--- src/rtl/alu_arb_pkg.sv ---
// Shared types and opcode constants for the ALU arbiter.
// The FSM state and one-hot helper live here so the top and grant logic agree.
package alu_arb_pkg;

   typedef enum logic [1:0] {
      IDLE,
      EXEC,
      RESP
   } state_t;

   localparam logic [3:0] OP_ADD  = 4'b0000;
   localparam logic [3:0] OP_AND  = 4'b0001;
   localparam logic [3:0] OP_OR   = 4'b0010;
   localparam logic [3:0] OP_SLL  = 4'b0011;
   localparam logic [3:0] OP_SRL  = 4'b0100;
   localparam logic [3:0] OP_SRA  = 4'b0101;
   localparam logic [3:0] OP_SLT  = 4'b0110;
   localparam logic [3:0] OP_SLTU = 4'b0111;
   localparam logic [3:0] OP_NAND = 4'b1000;
   localparam logic [3:0] OP_XOR  = 4'b1001;
   localparam logic [3:0] OP_SUB  = 4'b1010;
   localparam logic [3:0] OP_NOTI = 4'b1011;

   function automatic logic [1:0] oh2idx(input logic [3:0] oh);
      logic [1:0] r;
      r = '0;
      unique case (1'b1)
         oh[3]:   r = 2'd3;
         oh[2]:   r = 2'd2;
         oh[1]:   r = 2'd1;
         default: r = 2'd0;
      endcase
      return r;
   endfunction

endpackage

--- src/rtl/alu_arb_grant.sv ---
// Combinational one-hot grant: searches req starting one past ptr, wrapping.
// Pinning ptr to NREQ-1 turns this into lowest-index-wins priority.
module alu_arb_grant #(
   parameter int NREQ = 2
) (
   input  logic [NREQ-1:0]         req,
   input  logic [$clog2(NREQ)-1:0] ptr,
   output logic [NREQ-1:0]         gnt
);

   localparam int PW = $clog2(NREQ);

   logic          found;
   logic [PW-1:0] idx;

   always_comb begin
      gnt   = '0;
      found = 1'b0;
      idx   = '0;
      for (int k = 1; k <= NREQ; k++) begin
         idx = PW'((int'(ptr) + k) % NREQ);
         if (!found && req[idx]) begin
            gnt[idx] = 1'b1;
            found    = 1'b1;
         end
      end
   end

endmodule

--- src/rtl/alu_arbiter.sv ---
// Shares one multi-cycle ALU among NREQ requesters, one op in flight.
// Define ALU_ARB_RR_EN for round-robin grants; default is fixed priority.
module alu_arbiter #(
   parameter int NREQ    = 2,
   parameter int WIDTH   = 32,
   parameter int ALU_LAT = 1
) (
   input  logic                  clk,
   input  logic                  reset,
   input  logic [NREQ-1:0]       req_valid,
   output logic [NREQ-1:0]       req_ready,
   input  logic [4*NREQ-1:0]     req_op,
   input  logic [WIDTH*NREQ-1:0] req_a,
   input  logic [WIDTH*NREQ-1:0] req_b,
   output logic [NREQ-1:0]       rsp_valid,
   input  logic [NREQ-1:0]       rsp_ready,
   output logic [WIDTH-1:0]      rsp_data,
   output logic                  rsp_carry,
   output logic                  rsp_zero,
   output logic                  rsp_sign,
   output logic [3:0]            alu_op,
   output logic [WIDTH-1:0]      alu_a,
   output logic [WIDTH-1:0]      alu_b,
   input  logic [WIDTH-1:0]      alu_out,
   input  logic                  alu_carry,
   output logic                  busy
);

   import alu_arb_pkg::*;

   localparam int PW = $clog2(NREQ);
   localparam int LW = (ALU_LAT > 1) ? $clog2(ALU_LAT) : 1;

   state_t          state;
   logic [LW-1:0]   lat_cnt;
   logic [NREQ-1:0] gnt;
   logic [NREQ-1:0] sel;
   logic [PW-1:0]   ptr;
   logic [3:0]      op_m;
   logic [WIDTH-1:0] a_m;
   logic [WIDTH-1:0] b_m;

   alu_arb_grant #(
      .NREQ (NREQ)
   ) u_grant (
      .req (req_valid),
      .ptr (ptr),
      .gnt (gnt)
   );

`ifdef ALU_ARB_RR_EN
   always_ff @(posedge clk or negedge reset) begin
      if (!reset) begin
         ptr <= PW'(NREQ - 1);
      end else if (state == IDLE && |gnt) begin
         ptr <= PW'(oh2idx(4'(gnt)));
      end
   end
`else
   assign ptr = PW'(NREQ - 1);
`endif

   always_comb begin
      op_m = '0;
      a_m  = '0;
      b_m  = '0;
      for (int i = 0; i < NREQ; i++) begin
         if (gnt[i]) begin
            op_m = op_m | req_op[4*i +: 4];
            a_m  = a_m | req_a[WIDTH*i +: WIDTH];
            b_m  = b_m | req_b[WIDTH*i +: WIDTH];
         end
      end
   end

   // Accept is same-cycle so the requester's operands are latched as it sees ready.
   assign req_ready = (reset && state == IDLE) ? gnt : '0;
   assign busy      = (state != IDLE);

   always_ff @(posedge clk or negedge reset) begin
      if (!reset) begin
         state     <= IDLE;
         lat_cnt   <= '0;
         sel       <= '0;
         rsp_valid <= '0;
         rsp_data  <= '0;
         rsp_carry <= 1'b0;
         rsp_zero  <= 1'b0;
         rsp_sign  <= 1'b0;
         alu_op    <= '0;
         alu_a     <= '0;
         alu_b     <= '0;
      end else begin
         unique case (state)
            IDLE: begin
               if (|gnt) begin
                  sel     <= gnt;
                  alu_op  <= op_m;
                  alu_a   <= a_m;
                  alu_b   <= b_m;
                  lat_cnt <= LW'(ALU_LAT - 1);
                  state   <= EXEC;
               end
            end
            EXEC: begin
               if (lat_cnt == '0) begin
                  rsp_data  <= alu_out;
                  rsp_zero  <= (alu_out == '0);
                  rsp_sign  <= alu_out[WIDTH-1];
                  rsp_carry <= (alu_op == OP_ADD) && alu_carry;
                  rsp_valid <= sel;
                  state     <= RESP;
               end else begin
                  lat_cnt <= lat_cnt - 1'b1;
               end
            end
            RESP: begin
               if (|(rsp_valid & rsp_ready)) begin
                  rsp_valid <= '0;
                  state     <= IDLE;
               end
            end
            default: state <= IDLE;
         endcase
      end
   end

endmodule

--- config.mk ---
export PLATFORM = sky130hd
export DESIGN_NAME = alu_arbiter
export DESIGN_NICKNAME = d
export VERILOG_FILES = /design/src/rtl/alu_arb_pkg.sv /design/src/rtl/alu_arb_grant.sv /design/src/rtl/alu_arbiter.sv
export SDC_FILE = /design/constraint.sdc
export NUM_CORES = 1
export LEC_CHECK = 0
export BUFFER_PORTS_ARGS = -buffer_cell sky130_fd_sc_hd__buf_2
export CAP_MARGIN = 20
export CELL_PAD_IN_SITES_DETAIL_PLACEMENT = 0
export CELL_PAD_IN_SITES_GLOBAL_PLACEMENT = 1
export CORE_UTILIZATION = 32
export DETAILED_ROUTE_END_ITERATION = 8
export MAX_ROUTING_LAYER = met4
export PLACE_DENSITY = 0.75
export SLEW_MARGIN = 20
export SYNTH_ARGS = -nofsm -noshare
export SYNTH_HDL_FRONTEND = slang
export SYNTH_HIERARCHICAL = 1
export SYNTH_SLANG_ARGS = --single-unit
--- constraint.sdc ---
create_clock -name clk -period 2.3 [get_ports clk]
set_clock_uncertainty 0.15 [all_clocks]
set_input_delay 0.46 -clock clk [delete_from_list [all_inputs] [get_ports clk]]
set_output_delay 0.46 -clock clk [all_outputs]
set_load 0.02 [all_outputs]
======== Yosys cells after proc, flatten, opt, wreduce, memory -nomap -nowiden ========
Cells that the tools add are included.
Widths: inputs -> output; s select.
word-level totals
  register bits after elaboration ......... 110
  bits of input ports ..................... 175
  output and inout bits ................... 108
  logic and storage cells ................. 58
operators by class
  add/sub/neg operators ................... 1
  equal/unequal tests ..................... 5
  mux-type cells .......................... 19
  bitwise logic cells ..................... 5
  reduce and logical (&&, ||, !) cells .... 17
operators with widths
  kind                 count
  $mux 32              4
  $or 32x32->32        2
  $logic_not 32->1     1
  $mux 2               6
  $mux 4               2
  $pmux 2 s3           1
  $reduce_and 2->1     3
  $reduce_and 3->1     2
  $reduce_bool 2->1    3
  $logic_not 4->1      1
  $mux 1               4
  $ne 2x2->1 const B   2
  $or 4x4->4           1
  $pmux 2 s2           1
  $reduce_or 2->1      2
  $logic_and 1x1->1    3
  $and 2x2->2          1
  $eq 2x1->1 const B   1
  $eq 2x2->1 const B   1
  $logic_not 2->1      1
  $ne 2x1->1 const B   1
  $pmux 1 s2           1
  $logic_not 1->1      1
  $not 1->1            1
  $sub 1x1->1 const B  1

======== Depth between registers and ports, before layout ========
  depth after elaboration ................. 7
  mapped depth ............................ 8

======== By module ========
The synthesis kept the hierarchy.
modules (own cells, without submodules)
  module         times used  cells each  area each (µm²)  sequential area each (µm²)
  alu_arbiter    1           345         4684.5           2702.6
  alu_arb_grant  1           3           18.8             0.0

======== Worst setup path after synthesis ========
Ideal clock, no wire load.
  path kind ............................... input to output
  start point ............................. input req_valid[0]
  end point ............................... output req_ready[0]
  arrival ................................. 1.531 ns
  required time ........................... 1.690 ns
  path slack .............................. 0.159 ns
  stages .................................. 6
  path buffers ............................ 3
  path through ............................ a21boi_1 > buf_2 > nor3b_4 > buf_6 > buf_6 > and2_1
on the way
  longest elaborated chain between the ends .. 3
ends and longest elaborated chain
  element          line                 RTL
  start, declared  alu_arbiter.sv:10    input logic [NREQ-1:0] req_valid,
  $mux 1           alu_arb_grant.sv:22  if (!found && req[idx]) begin
  $mux 2           alu_arb_grant.sv:22
  $mux 2           alu_arbiter.sv:77    assign req_ready = (reset && state == IDLE) ? gnt : '0;
  end, declared    alu_arbiter.sv:11    output logic [NREQ-1:0] req_ready,
Every way passes these cells.

======== Final worst setup path ========
  start point ............................. register state[1]
  end point ............................... output req_ready[1]
on the way
  longest elaborated chain between the ends .. 3
ends and longest elaborated chain
  element                 line                RTL
  start, declared         alu_arbiter.sv:34   state_t state;
  start signal, assigned  alu_arbiter.sv:82   state <= IDLE;
  start signal, assigned  alu_arbiter.sv:102  state <= EXEC;
  start signal, assigned  alu_arbiter.sv:112  state <= RESP;
  $logic_not 2->1         alu_arbiter.sv:77
  $logic_and 1x1->1       alu_arbiter.sv:77
  $mux 2                  alu_arbiter.sv:77
Every way passes these cells.

==> results.json <==
{
  "status": "finished, final reports clean",
  "drv_slew": 0,
  "maxCapViolations": 0,
  "die_w_um": 123,
  "cts_tree": "built",
  "wl_per_cell_um": 16.1,
  "cp_data_required_time_ns": 1.69,
  "clock_latency_ns": 0.34,
  "viasPerCell": 4.97,
  "fin_crit_sh_pct": 92.5,
  "multiInputGateArea_um2": 1780,
  "yosysWarnings": 6,
  "cts_max_level": 3,
  "fin_ws_ns": 0.172,
  "combPwrFrac_pct": 46.6,
  "route.vias.total": 4028,
  "die_area_um2": 15200,
  "ys_ff_latch": 108,
  "die_h_um": 123,
  "seqPwrFrac_pct": 35.9,
  "power_switching_mw": 3.82,
  "area_growth_pct": 40.1,
  "cts_resized": 0,
  "cts_setup_buffers": 0,
  "synthesis.area_um2": 4700,
  "rows": 43,
  "fin_setup_tns_ns": 0,
  "port-buffer-count": 282,
  "dpl.hpwl_um": 9820,
  "timing.final.hold_violations": 0,
  "postRouteAntennaNets": 0,
  "regArea_um2": 2700,
  "leakagePower_nw": 3.60,
  "grt_pass1_vias": 3986,
  "ys_types": 34,
  "pwr_density_cell_nw_per_um2": 1440,
  "relSlewSlack_pct": 51.1,
  "syn_area_per_cell_um2": 13.5,
  "p_sw_share_pct": 40.3,
  "dr.pass1.iters": 6,
  "max-vdd-ir-drop_mv": 0.493,
  "hold_path_class": "input pin to async pin",
  "cts_buffers": 9,
  "cts_hold_buf": 0,
  "max_freq_mhz": 470,
  "rsz0062_at_grt": "false",
  "crit_fanout": 7,
  "gr-usage-all-layers_pct": 17.4,
  "first_iter_violations": 144,
  "start_kind": "flip-flop",
  "start_util_pct": 33.4,
  "crit_arrival_ns": 1.52,
  "drc": 0,
  "grt_pass1_wl_um": 19700,
  "antenna_cells": 0,
  "worstMarginPinSlew_ns": 0.733,
  "synthCells": 348,
  "ctsRootBufferMaster": "clkbuf_16",
  "clock-sinks": 108,
  "ios": 283,
  "core_area_um2": 14100,
  "path_class": "flip-flop to output pin",
  "path_clk_slew_ns": 0.07,
  "pre_cts_slack_ns": 0.140,
  "fillers": 1310,
  "p_clk_share_pct": 17.5,
  "drive_gt1_share_pct": 56.1,
  "fin_nets": 801,
  "clockBufferDepth": 2,
  "routed_wl_um": 13000,
  "antenna_found_initial": 0,
  "setup_viol": 0,
  "internal-power_mw": 5.66,
  "crit_path_end_kind": "output pin",
  "grt_max_degree": 83,
  "gp_congestion": 0.740,
  "seq_area_frac_synth_pct": 57.5,
  "overflow": 0,
  "period_minus_slack_ns": 2.13
}
[power groups by stage]
stage	clock network [mW]	logic, mW	registers (mW)
finish	1.66	4.42	3.40
global route	1.81	4.75	3.52
CTS	1.72	4.48	3.40
detailed placement	0	4.48	3.42
global placement	0	4.42	3.39
floorplan	0	1.86	4.49
[critical path, cell delays in order, from the launching register on]
cell and delay, ns:
dfrtp_1 0.50, nor3b_4 0.27, and2_1 0.21, buf_2 0.19
[flip-flops by register name (all words and copies together) (netlist names)]
name,count
alu_a,32
alu_b,32
alu_op,4
rsp_carry,1
rsp_data,32
rsp_valid,2
rsp_zero,1
sel,2
state,2
[cells in the final DEF, fill, tap and decap left out, types with 3 or more instances in the layout]
cell,count
mux2_1,3
a22o_1,52
inv_6,3
a21o_1,53
nor4_1,9
buf_4,12
a22oi_1,17
dfrtp_1,108
o2bb2ai_2,9
mux2_2,29
o2bb2ai_1,7
clkbuf_16,9
nand2_1,5
buf_2,281
o21ai_0,3
[logic make-up after synthesis]
| family | Yosys count | synth area share (%) |
|---|---|---|
| DFF | 108 | 57.5 |
| buffers and inverters | 34 | 4.97 |
| muxes | 32 | 7.66 |
| AOI/OAI and AO/OA | 149 | 26.4 |
| and+or+nand+nor | 24 | 3.41 |
| other | 1 | 0.0797 |
[path summary, 6_finish.rpt]
| check | from | to | slack (ns) | cells past startpoint |
|---|---|---|---|---|
| hold / removal | reset | alu_b[14]$_DFFE_PN0P_ | 0.004 | 2 |
| hold reg to reg | alu_b[0]$_DFFE_PN0P_ | alu_b[0]$_DFFE_PN0P_ | 0.32 | 1 |
| setup / recovery | state[1]$_DFFE_PN0P_ | req_ready[1] | 0.17 | 3 |
| min in group clk | alu_out[29] | rsp_data[29]$_DFFE_PN0P_ | 0.19 | 2 |
| setup reg to reg | state[1]$_DFFE_PN0P_ | alu_a[8]$_DFFE_PN0P_ | 0.41 | 5 |
| max in group asynchronous | reset | rsp_data[1]$_DFFE_PN0P_ | 1.35 | 2 |
[metrics by stage]
step,std cells,util (%),hold slack [ns],power [mW],instance area [um^2]
2_1_floorplan,349,-,0.0144,6.35,4710
3_3_place_gp,795,44.5,0.304,7.80,6270
3_5_place_dp,795,44.5,0.310,7.90,6270
4_1_cts,811,46.7,0.00528,9.61,6590
5_1_grt,811,46.8,0.0281,10.1,6590
6_report,811,46.8,0.00398,9.48,6590
[cells in the mapped netlist, drive strengths merged]
cell / count / area share, %
nor2: 2 / 0.32
mux2: 32 / 7.7
nand3b: 1 / 0.16
a21oi: 2 / 0.21
nand2: 5 / 0.40
conb: 1 / 0.080
and2: 2 / 0.27
a22o: 52 / 9.7
dfrtp: 108 / 57
clkinv: 1 / 0.080
clkbuf: 2 / 0.16
inv: 3 / 0.24
nand2b: 1 / 0.13
nor3b: 2 / 0.67
o2bb2ai: 16 / 4.2
a22oi: 17 / 2.7
o31ai: 1 / 0.16
a21boi: 2 / 0.32
nand4: 2 / 0.27
nor4: 9 / 1.2
buf: 28 / 4.5
a21o: 53 / 8.5
o21ai: 4 / 0.43
o22ai: 2 / 0.27
[layout make-up]
type	instances	share of cell area, %
clock inverters	6	1.39
inverters	4	0.228
repair buffers	296	23.5
clock buffers	10	3.47
well taps	180	3.42
multi-input cells	207	27.0
flip-flops and latches	108	41.0
[metal layers]
metal  GRT usage [%]  vias up  part of all wire [%]
li1                -     1878                     -
met1            20.0     1963                    42
met2            30.6      175                    51
met3            3.04       12                   5.9
met4            5.95        0                   1.5
met5               -        -                     0
No activity file was read; power rests on OpenSTA's default activity.
